File: src/rtl/mul_operand_sequencer.sv
// Operand sequencer for the 16x16 multiply path: captures two operand pairs and
// issues their four byte-slice partial products to a pair of 8x8 multiplier lanes.

module mul_operand_lane #(
  parameter int SLICE_W = 8,
  parameter int OP_W    = 16
) (
  input  logic [OP_W-1:0]    a,
  input  logic [OP_W-1:0]    b,
  input  logic [1:0]         idx,
  input  logic               en,
  output logic [SLICE_W-1:0] mul_a,
  output logic [SLICE_W-1:0] mul_b
);
  // idx[1] selects the A byte, idx[0] the B byte: L*L, L*H, H*L, H*H
  always_comb begin
    mul_a = '0;
    mul_b = '0;
    if (en) begin
      mul_a = idx[1] ? a[OP_W-1:SLICE_W] : a[SLICE_W-1:0];
      mul_b = idx[0] ? b[OP_W-1:SLICE_W] : b[SLICE_W-1:0];
    end
  end
endmodule

module mul_operand_sequencer #(
  parameter int SLICE_W = 8,
  parameter int OP_W    = 16
) (
  input  logic               clk,
  input  logic               rst_n,
  input  logic               start,
  input  logic [OP_W-1:0]    op_a1,
  input  logic [OP_W-1:0]    op_b1,
  input  logic [OP_W-1:0]    op_a2,
  input  logic [OP_W-1:0]    op_b2,
  input  logic               acc_ready,
  output logic               slice_valid,
  output logic [SLICE_W-1:0] mul_a1,
  output logic [SLICE_W-1:0] mul_b1,
  output logic [SLICE_W-1:0] mul_a2,
  output logic [SLICE_W-1:0] mul_b2,
  output logic [1:0]         pp_idx,
  output logic [4:0]         pp_shift,
  output logic               pp_last,
  output logic               busy,
  output logic               done
);
  localparam int NUM_LANES = 2;

  generate
    if (OP_W != 2 * SLICE_W) begin : g_bad_width
      $error("mul_operand_sequencer: OP_W must equal 2*SLICE_W");
    end
  endgenerate

  typedef enum logic [1:0] {S_IDLE, S_ISSUE, S_DONE} state_t;

  typedef struct packed {
    logic [OP_W-1:0] a;
    logic [OP_W-1:0] b;
  } opnd_t;

  state_t                    state_q, state_d;
  logic [1:0]                idx_q, idx_d;
  logic                      done_q, done_d;
  opnd_t [NUM_LANES-1:0]     op_in, op_q, op_d;
  logic [NUM_LANES-1:0][SLICE_W-1:0] lane_a, lane_b;

  assign op_in[0] = {op_a1, op_b1};
  assign op_in[1] = {op_a2, op_b2};

  always_comb begin
    state_d = state_q;
    idx_d   = idx_q;
    op_d    = op_q;
    case (state_q)
      S_IDLE: begin
        if (start) begin
          op_d    = op_in;
          idx_d   = 2'd0;
          state_d = S_ISSUE;
        end
      end
      S_ISSUE: begin
        if (acc_ready) begin
          if (idx_q == 2'd3) begin
            idx_d   = 2'd0;
            state_d = S_DONE;
          end else begin
            idx_d = idx_q + 2'd1;
          end
        end
      end
      S_DONE: begin
        // level protocol: issuer must drop start before we rearm
        if (!start) state_d = S_IDLE;
      end
      default: state_d = S_IDLE;
    endcase
    done_d = (state_d == S_DONE);
  end

  always_ff @(posedge clk or negedge rst_n) begin
    if (!rst_n) begin
      state_q <= S_IDLE;
      idx_q   <= 2'd0;
      done_q  <= 1'b0;
      op_q    <= '0;
    end else begin
      state_q <= state_d;
      idx_q   <= idx_d;
      done_q  <= done_d;
      op_q    <= op_d;
    end
  end

  assign slice_valid = (state_q == S_ISSUE);
  assign busy        = slice_valid;
  assign done        = done_q;

  genvar g;
  generate
    for (g = 0; g < NUM_LANES; g++) begin : g_lane
      mul_operand_lane #(.SLICE_W(SLICE_W), .OP_W(OP_W)) u_lane (
        .a     (op_q[g].a),
        .b     (op_q[g].b),
        .idx   (idx_q),
        .en    (slice_valid),
        .mul_a (lane_a[g]),
        .mul_b (lane_b[g])
      );
    end
  endgenerate

  assign mul_a1 = lane_a[0];
  assign mul_b1 = lane_b[0];
  assign mul_a2 = lane_a[1];
  assign mul_b2 = lane_b[1];

  // weight is one slice per high byte selected: 0, S, S, 2S
  always_comb begin
    pp_idx   = 2'd0;
    pp_shift = 5'd0;
    pp_last  = 1'b0;
    if (slice_valid) begin
      pp_idx   = idx_q;
      pp_last  = (idx_q == 2'd3);
      pp_shift = (idx_q[1] ? 5'(SLICE_W) : 5'd0) + (idx_q[0] ? 5'(SLICE_W) : 5'd0);
    end
  end
endmodule

File: config.mk
export PLATFORM = sky130hd
export DESIGN_NAME = mul_operand_sequencer
export DESIGN_NICKNAME = d
export VERILOG_FILES = /design/src/rtl/mul_operand_sequencer.sv
export SDC_FILE = /design/constraint.sdc
export NUM_CORES = 1
export LEC_CHECK = 0
export BUFFER_PORTS_ARGS = -buffer_cell sky130_fd_sc_hd__clkbuf_2
export CAP_MARGIN = 20
export CORE_MARGIN = 5
export CORE_UTILIZATION = 55
export DETAILED_ROUTE_END_ITERATION = 8
export HOLD_SLACK_MARGIN = 0.05
export PLACE_DENSITY = 0.84
export SYNTH_ARGS = -nofsm -noshare
export SYNTH_HDL_FRONTEND = slang
export SYNTH_SLANG_ARGS = --single-unit
File: constraint.sdc
create_clock -name clk -period 3.9 [get_ports clk]
set_input_delay 0.585 -clock clk [delete_from_list [all_inputs] [get_ports clk]]
set_output_delay 0.585 -clock clk [all_outputs]
set_load 0.01 [all_outputs]
# Yosys cells after proc, flatten, opt, wreduce, memory -nomap -nowiden
# Cells that the tools add are included.
# totals
elab_cells	41
inputBits	68
register_bits	69
# op_classes
n_reduce_logical	4
muxes	22
n_eq_ne	6
n_addsub	2
# ops
op	n
8-bit 2-to-1 mux	8
2-bit 2-to-1 mux	8
4-bit 2-to-1 mux	2
2-bit equality test (second input constant)	3
2-bit one-hot mux with 3 select lines	1
4-bit by 4-bit adder with 5-bit output	1
5-bit 2-to-1 mux	1
2-bit != test (second input constant)	2
2-bit one-hot mux with 2 select lines	1
3-bit AND reduction	1
2-bit by 1-bit adder with 2-bit output (second input constant)	1
2-bit by 1-bit equality test with 1-bit output (second input constant)	1
2-bit logical NOT	1
2-bit AND reduction	1
2-bit nonzero test	1
1-bit 2-to-1 mux	1

# Logic depth before layout (Yosys ltp)
# Gate-level depths: netlist (run 1).
# depth
word_depth	5
mapped_depth	5
mapped_depth_nobuf	4

# Hierarchy
# Synthesis (run 1) repeated with hierarchy kept, for this count alone.
# hier_totals
cells_unflattened	239
hier_area_um2	3580.9
# modules_own_cells
module	cells_per_inst	seq_area_each_um2	n_inst	area_each_um2
mul_operand_sequencer	169	1726.7	1	3005.4
mul_operand_lane	35	0.0	2	287.8

# Least setup slack after synthesis (run 1)
# OpenSTA, ideal clock, no wires.
# synth_timing
path_kind	register to output
start	reg state_q[1]
end	out pp_shift[4]
path_stages_with_launch	6
t_arrival_ns	1.195
slack_ns	2.120
n_path_buf	2
cell_sequence	dfrtp_1 -> nand2b_1 -> clkbuf_1 -> inv_1 -> and2_1 -> buf_4
# synth_between
elab_chain_len	2
# synth_lines
item	line_no	text
start: declaration	64	state_t state_q, state_d;
start signal: assignment	111	state_q <= state_d;
2-bit by 1-bit equality test with 1-bit output	118	assign slice_valid = (state_q == S_ISSUE);
net busy	46	output logic busy,
5-bit 2-to-1 mux	146	if (slice_valid) begin
end: declaration	44	output logic [4:0] pp_shift,
# The timed path passes the listed nets, and every way through them passes these cells.

# Worst setup path in the final report (run 1)
# layout_timing
start	reg state_q[1]
end	out pp_last
# layout_between
elab_chain_len	2
# layout_lines
item	line_no	text
2-bit by 1-bit equality test with 1-bit output	118	
1-bit 2-to-1 mux	146	
end: declaration	45	output logic pp_last,
# No other way between the ends.

==> results of run 1 <==
-- critical path: cells and delay by family (launching register included) --
kind | cells | cell delay [ns]
flops | 1 | 0.47
buf+inv | 2 | 0.36
simple gates | 2 | 1.01
-- path summary, 6_finish.rpt --
path | startpoint | end | slack [ns] | cells after the start
setup / recovery | state_q[1] | pp_last | 1.14 | 4
hold / removal | rst_n | op_q[14] | 0.35 | 1
setup reg to reg | state_q[1] | op_q[55] | 1.88 | 3
hold reg to reg | op_q[29] | op_q[29] | 0.51 | 1
max in group asynchronous | rst_n | idx_q[1] | 2.63 | 2
min in group clk | op_a2[11] | op_q[59] | 0.48 | 2
-- flip-flops by register name (all words and copies together), names as in the netlist --
register and count:
state_q 2, op_q 64, done 1, idx_q 2
-- synthesized netlist by cell type (all sizes together) --
master	instances
nand3	1
nor4b	1
nand2	2
nor2b	2
o21bai	1
nor2	33
nand2b	1
dfrtp	69
mux2	64
mux2i	32
a22o	1
inv	2
nor3b	1
nand3b	2
clkbuf	1
ha	1
buf	20
conb	1
and2	3
o21ai	4
-- stage by stage --
step	util	total power (uW)	hold slack (ns)	instances	setup WS (ns)
after floorplan	-	2700	0.289	244	2.12
after global placement	0.631	3130	0.490	411	1.58
after detailed placement	0.631	3190	0.496	411	1.49
after CTS	0.663	3800	0.370	425	1.12
after global routing	0.663	4010	0.421	425	0.936
final	0.663	3760	0.350	425	1.14
-- kinds of logic (layout without fill, tap and decap cells) --
group	after synthesis	after routing	share of synthesized area
flops	69	69	0.496
compound gates	6	6	0.0104
mux	96	96	0.364
fa+ha+maj	1	1	0.00359
buf+inv	23	127	0.0647
simple gates	46	46	0.0604
other cells	1	3	0.00108
-- power groups by stage --
stage                     Clock [uW]  Sequential [uW]  Combinational (uW)
after CTS                        604             1380                1820
after global routing             632             1430                1950
after global placement             0             1360                1770
final                            586             1380                1790
after floorplan                    0             1230                1470
after detailed placement           0             1380                1810
-- per-layer routing --
metal	global-route usage	part of all wire	wire, um	up-vias
li1	-	-	-	1025
met1	0.257	0.46	3230	1061
met5	0	0	0	-
met3	0.0286	0.051	362	10
met4	0.0812	0.016	110	0
met2	0.285	0.48	3370	72
-- layout make-up --
type,count,share of cell area
repair buffers,111,0.137
well taps,77,0.0233
inverters,2,0.00181
flip-flops and latches,69,0.417
multi-input cells,152,0.373
clock buffers,13,0.0408
clock inverters,1,0.00726
==> load_flow_metrics.sql, run 1 <==
INSERT INTO impl_metrics (metric_group, metric, value, unit) VALUES
('pwr', 'clkPwrFrac', '0.156', ''),
('layout', 'final_common_cell', 'clkbuf_2', ''),
('layout', 'layout_common_cells', 'clkbuf_2, dfrtp_1, mux2_4', ''),
('floorplanning', 'dieWidth', '89.6', 'um'),
('sta', 'max_freq', '0.363', 'GHz'),
('floorplanning', 'placementRows', '29', ''),
('critical_path', 'type_of_the_worst_setup_path', 'flip-flop to output port', ''),
('synthesis', 'yosys.area.top_type_share', '0.496', ''),
('sta', 'post-route-period-util', '0.707', ''),
('critical_path', 'worst_path_max_delay_cell', 'nand2b_1', ''),
('clock_tree', 'cts_tree', 'built', ''),
('drt', 'detailroute.via_count', '2168', ''),
('synthesis', 'synth_top_cells_by_area', 'dfrtp_1, mux2_4, mux2i_1', ''),
('clock_tree', 'cts-buffers-inserted', '9', ''),
('drt', 'final_antenna_net_count', '0', ''),
('sta', 'setup_repair_after_global_routing_missed_its_margin', 'false', ''),
('placement', 'portBuffers', '107', ''),
('pwr', 'p_int', '2450', 'uW'),
('pwr', 'combPwrFrac', '0.477', ''),
('pwr', 'switching_part_of_the_total_power', '0.348', ''),
('pwr', 'pwr-share-seq', '0.367', ''),
('critical_path', 'worst_ep_required_time', '3.31', 'ns'),
('clock_tree', 'cts-root-to-sink-buffers', '2', ''),
('critical_path', 'worstSetupEndpointType', 'output port', ''),
('clock_tree', 'cts.repair.resized', '0', ''),
('global_route', 'initial_antenna_violation_count', '0', ''),
('clock_tree', 'cts_hold_buffers', '0', ''),
('layout', 'final-seq-area', '1730', 'um^2'),
('flow_run', 'max_cap_viols', '0', ''),
('pwr', 'power_density_cells', '908', 'nW/um^2'),
('drt', 'drtIter0Drc', '83', ''),
('sta', 'report.final.setup_viol', '0', ''),
('status', 'status', 'finished clean', ''),
('sta', 'fin_worst_skew', '0.00318', 'ns'),
('clock_tree', 'cts_clk_pin_slew_worst_paths', '0.07', 'ns'),
('critical_path', 'worstPathCellList', 'nand2b_1 > inv_1 > and2_1 > clkbuf_2', ''),
('clock_tree', 'htreeDepth', '3', ''),
('pwr', 'total_leakage_power', '0.00212', 'uW'),
('sta', 'timing_hold_violations_final', '0', ''),
('pwr', 'ir_worst_vdd', '0.000519', 'V'),
('drt', 'detail_route.wl_per_cell', '16.6', 'um'),
('placement', 'gpl.final_weighted_congestion', '0.785', ''),
('synthesis', 'yosys_register_bits', '69', ''),
('synthesis', 'postSynthCellCount', '242', ''),
('layout', 'fillCellCount', '464', ''),
('sta', 'totalNegativeSetupSlack', '0', 'ns'),
('critical_path', 'crit_path_start_kind', 'flip-flop', ''),
('layout', 'cell_area_after_layout', '4140', 'um^2'),
('global_route', 'grt_pass1_wl', '11.0', 'mm'),
('synthesis', 'synthDominantAreaCellType', 'dfrtp_1', ''),
('floorplanning', 'dieArea', '8020', 'um^2'),
('global_route', 'globalRouteOverflowTotal', '0', ''),
('layout', 'ratio_of_cells_with_drive_above_1_in_the_final_layout', '0.543', ''),
('critical_path', 'timing.critical_path.arrival', '2.17', 'ns'),
('floorplanning', 'dieHeight', '89.6', 'um'),
('floorplanning', 'initial_cell_density_of_the_core', '0.558', ''),
('layout', 'finalNetCount', '414', ''),
('synthesis', 'synth_cell_type_count', '24', ''),
('drt', 'postRouteWirelength', '7.07', 'mm'),
('sta', 'period_minus_slack', '2.76', 'ns'),
('clock_tree', 'insertion_delay', '0.33', 'ns'),
('pwr', 'switching_power', '1310', 'uW'),
('drt', 'route.detailed.vias_per_inst', '5.10', ''),
('sta', 'slew_viol_final', '0', ''),
('global_route', 'grt_start_max_net_pins', '54', ''),
('synthesis', 'yosys_warnings', '0', ''),
('global_route', 'first_global_vias', '2284', ''),
('placement', 'detailed_place_hpwl', '5.03', 'mm'),
('layout', 'multi_input_area', '1540', 'um^2'),
('synthesis', 'synth.avg_cell_area', '14.4', 'um^2'),
('critical_path', 'timing.critical_path.slowest_cell_delay', '0.77', 'ns');
Power figures use the tool's default switching activity.
==> inputs of run 2 (changes only) <==
--- a/config.mk
+++ b/config.mk
@@ -5,13 +5,14 @@
 export SDC_FILE = /design/constraint.sdc
 export NUM_CORES = 1
 export LEC_CHECK = 0
+export ABC_AREA = 1
 export BUFFER_PORTS_ARGS = -buffer_cell sky130_fd_sc_hd__clkbuf_2
 export CAP_MARGIN = 20
 export CORE_MARGIN = 5
-export CORE_UTILIZATION = 55
+export CORE_UTILIZATION = 50
 export DETAILED_ROUTE_END_ITERATION = 8
 export HOLD_SLACK_MARGIN = 0.05
-export PLACE_DENSITY = 0.84
+export PLACE_DENSITY = 0.78
 export SYNTH_ARGS = -nofsm -noshare
 export SYNTH_HDL_FRONTEND = slang
 export SYNTH_SLANG_ARGS = --single-unit
==> constraint.sdc (replaced) <==
create_clock -name clk -period 2.7 [get_ports clk]
set_input_delay 0.405 -clock clk [delete_from_list [all_inputs] [get_ports clk]]
set_output_delay 0.405 -clock clk [all_outputs]
set_load 0.01 [all_outputs]
==> load_flow_metrics.sql, run 2 <==
INSERT INTO impl_metrics (metric_group, metric, value, unit) VALUES
('drt', 'postRouteWirelength', '8.38', 'mm'),
('floorplanning', 'initial_cell_density_of_the_core', '0.518', ''),
('synthesis', 'post_synth_xor_area_fraction', '0', ''),
('synthesis', 'synth_adder_area_share', '0.00376', ''),
('clock_tree', 'cts_hold_buffers', '0', ''),
('synthesis', 'synthArstFlopShare', '1.00', ''),
('drt', 'drtIter0Drc', '166', ''),
('synthesis', 'yosys_warnings', '0', ''),
('placement', 'detailed_place_hpwl', '5.54', 'mm'),
('pwr', 'ir_worst_vdd', '0.000523', 'V'),
('floorplanning', 'dieArea', '8380', 'um^2'),
('pwr', 'total_leakage_power', '0.00223', 'uW'),
('clock_tree', 'cts-buffers-inserted', '9', ''),
('synthesis', 'postSynthCellCount', '425', ''),
('layout', 'largest_registers', 'op_q: 64 flops, idx_q: 2 flops, state_q: 2 flops', ''),
('synthesis', 'synth_top_family_by_area', 'simple AND/OR/NAND/NOR gates', ''),
('synthesis', 'synth_compound_gate_area_share', '0.0512', ''),
('synthesis', 'synth_commonest_cells', 'nand2_1, dfrtp_1, nand3_1, a21oi_1, buf_4', ''),
('synthesis', 'synthDominantAreaCellType', 'dfrtp_1', ''),
('sta', 'report.final.setup_viol', '0', ''),
('clock_tree', 'clockRootBuffer', 'clkbuf_8', ''),
('layout', 'ratio_of_cells_with_drive_above_1_in_the_final_layout', '0.247', ''),
('synthesis', 'yosys.area.top_type_share', '0.519', ''),
('pwr', 'power_density_cells', '1150', 'nW/um^2'),
('synthesis', 'synth-main-ff-cell', 'dfrtp_1', ''),
('floorplanning', 'placementRows', '29', ''),
('synthesis', 'yosys_register_bits', '69', ''),
('synthesis', 'synth_cell_type_count', '18', ''),
('synthesis', 'seq_area_frac_synth', '0.519', ''),
('clock_tree', 'cts_tree', 'built', ''),
('drt', 'firstDrtPassIters', '4', ''),
('synthesis', 'synth_area', '3320', 'um^2'),
('synthesis', 'synth_top_cells_by_area', 'dfrtp_1, nand2_1, nand3_1', ''),
('critical_path', 'worstSetupEndpointType', 'output port', ''),
('critical_path', 'crit_path_start_kind', 'flip-flop', ''),
('layout', 'finalCoreUtilization', '0.617', ''),
('clock_tree', 'cts_clk_pin_slew_worst_paths', '0.07', 'ns'),
('drt', 'number_of_drc_violations_after_detailed_routing', '0', ''),
('sta', 'timing.slew.headroom', '0.431', ''),
('critical_path', 'rr_endpoint', 'op_q[7]', ''),
('sta', 'timing_hold_violations_final', '0', ''),
('global_route', 'grt_pass1_wl', '13.9', 'mm'),
('critical_path', 'worst_ep_required_time', '2.30', 'ns'),
('sta', 'fin_worst_skew', '0.00654', 'ns'),
('layout', 'finalNetCount', '583', ''),
('layout', 'n_antenna_cell', '0', ''),
('layout', 'final_common_cell', 'nand2_1', ''),
('clock_tree', 'cts.repair.resized', '0', ''),
('drt', 'detail_route.wl_per_cell', '14.1', 'um'),
('drt', 'route.detailed.vias_per_inst', '5.26', ''),
('layout', 'fillCellCount', '612', ''),
('worst_hold_path', 'timing.hold.worst.class', 'input port to async pin', ''),
('sta', 'worst_slew_pin_slew', '0.854', 'ns'),
('sta', 'totalNegativeSetupSlack', '0', 'ns'),
('global_route', 'globalRouteOverflowTotal', '0', ''),
('floorplanning', 'num_io_pins', '111', ''),
('synthesis', 'synth_enable_flop_cells', '0', ''),
('status', 'status', 'finished clean', ''),
('floorplanning', 'dieWidth', '91.5', 'um'),
('drt', 'detailroute.via_count', '3128', ''),
('floorplanning', 'dieHeight', '91.5', 'um'),
('drt', 'final_antenna_net_count', '0', ''),
('critical_path', 'reg2reg_setup_slack', '1.15', 'ns'),
('critical_path', 'timing.critical_path.arrival', '2.11', 'ns'),
('layout', 'number_of_flip_flops_under_the_largest_register_name', '64', ''),
('clock_tree', 'cts_post_setup_buffers_inserted', '0', ''),
('critical_path', 'critical_path.reg2reg.startpoint', 'state_q[0]', ''),
('sta', 'post-route-period-util', '0.932', ''),
('sta', 'slew_viol_final', '0', ''),
('placement', 'portBuffers', '107', ''),
('sta', 'max_freq', '0.397', 'GHz'),
('sta', 'period_minus_slack', '2.52', 'ns'),
('synthesis', 'yosys-mux-area-fraction', '0', ''),
('global_route', 'initial_antenna_violation_count', '0', ''),
('global_route', 'first_global_vias', '3097', ''),
('critical_path', 'type_of_the_worst_setup_path', 'flip-flop to output port', ''),
('critical_path', 'timing.reg2reg.worst_path_depth', '5', ''),
('layout', 'area_delta_synth_final', '19.2', '%'),
('clock_tree', 'cts.sink_count', '69', ''),
('flow_run', 'max_cap_viols', '0', ''),
('clock_tree', 'insertion_delay', '0.33', 'ns'),
('clock_tree', 'htreeDepth', '3', ''),
('critical_path', 'path_max_fanout', '19', ''),
('global_route', 'global_route.usage.total', '0.203', ''),
('placement', 'gpl.final_weighted_congestion', '0.840', ''),
('floorplanning', 'core_region_area', '6420', 'um^2'),
('synthesis', 'count_leader_synth', 'nand2_1', ''),
('clock_tree', 'cts-root-to-sink-buffers', '2', ''),
('synthesis', 'fraction_of_the_mapped_netlist_area_in_simple_logic_gates', '0.341', ''),
('synthesis', 'synth.avg_cell_area', '7.82', 'um^2'),
('global_route', 'grt_start_max_net_pins', '70', ''),
('layout', 'layout_common_cells', 'nand2_1, clkbuf_2, dfrtp_1', ''),
('layout', 'registers.top_by_ff_count', 'op_q', ''),
('sta', 'setup_repair_after_global_routing_missed_its_margin', 'false', '');
## run 2: changes by cell type in the layout (fill, tap and decap cells not counted), sizes merged, moves of 2 or more
cell / delta
nand2: +200
nand3: +66
mux2: -64
a21oi: +32
mux2i: -32
nor2: -27
and2: -3
clkinv: +3
buf: +2
inv: +2
nor2b: -2
o21ai: -2
## run 2: where the power goes
part / internal (uW) / switching [uW] / total [uW]
Clock: 404 / 357 / 760
Combinational: 740 / 1260 / 2000
Sequential: 1510 / 293 / 1800
## run 2: cell families after synthesis
family          after synthesis
buf+inv                      43
other cells                   1
compound gates               34
simple gates                277
flops                        69
fa+ha+maj                     1
## run 2: critical path, stage by stage (launching register included)
cell and delay [ns]:
dfrtp_1 0.72, clkinv_1 0.62, nand2_1 0.20, a21oi_1 0.09, clkbuf_2 0.16
## run 2: how the worst max path moves through the flow
stage | from | slack (ns) | to
2_1_floorplan | idx_q[0] | 1.24 | mul_b1[2]
3_3_place_gp | idx_q[1] | 0.67 | mul_a1[5]
3_5_place_dp | idx_q[1] | 0.56 | mul_a2[0]
4_1_cts | idx_q[1] | 0.19 | mul_a2[0]
5_1_grt | idx_q[1] | 0.06 | mul_a2[3]
6_report | idx_q[1] | 0.18 | mul_a2[0]
## run 2: final cells by class
class                           instances  area, um^2  share of cell area
Clock inverter                          1        5.00             0.00126
Tap cell                               77        96.3              0.0243
Sequential cell                        69        1730               0.436
Multi-Input combinational cell        315        1330               0.337
Timing Repair Buffer                  113         606               0.153
Clock buffer                           14         173              0.0436
Inverter                                6        22.5             0.00568
## run 2: per-stage QoR
stage               total power (uW)  cells  area (um^2)  hold slack [ns]  worst slack [ns]
finish                          4560    595         3960            0.264             0.184
global route                    4930    595         3960            0.290            0.0568
CTS                             4600    595         3960            0.290             0.189
detailed placement              3830    580         3780            0.458             0.563
global placement                3760    580         3780            0.453             0.669
floorplan                       3220    427         3330            0.109              1.24
## run 2: metal layers
metal / wire (um) / GRT usage / vias up
met1: 3530 / 0.262 / 1473
met3: 578 / 0.0430 / 14
met5: 0 / 0 / -
li1: - / - / 1525
met4: 153 / 0.0779 / 0
met2: 4120 / 0.333 / 116
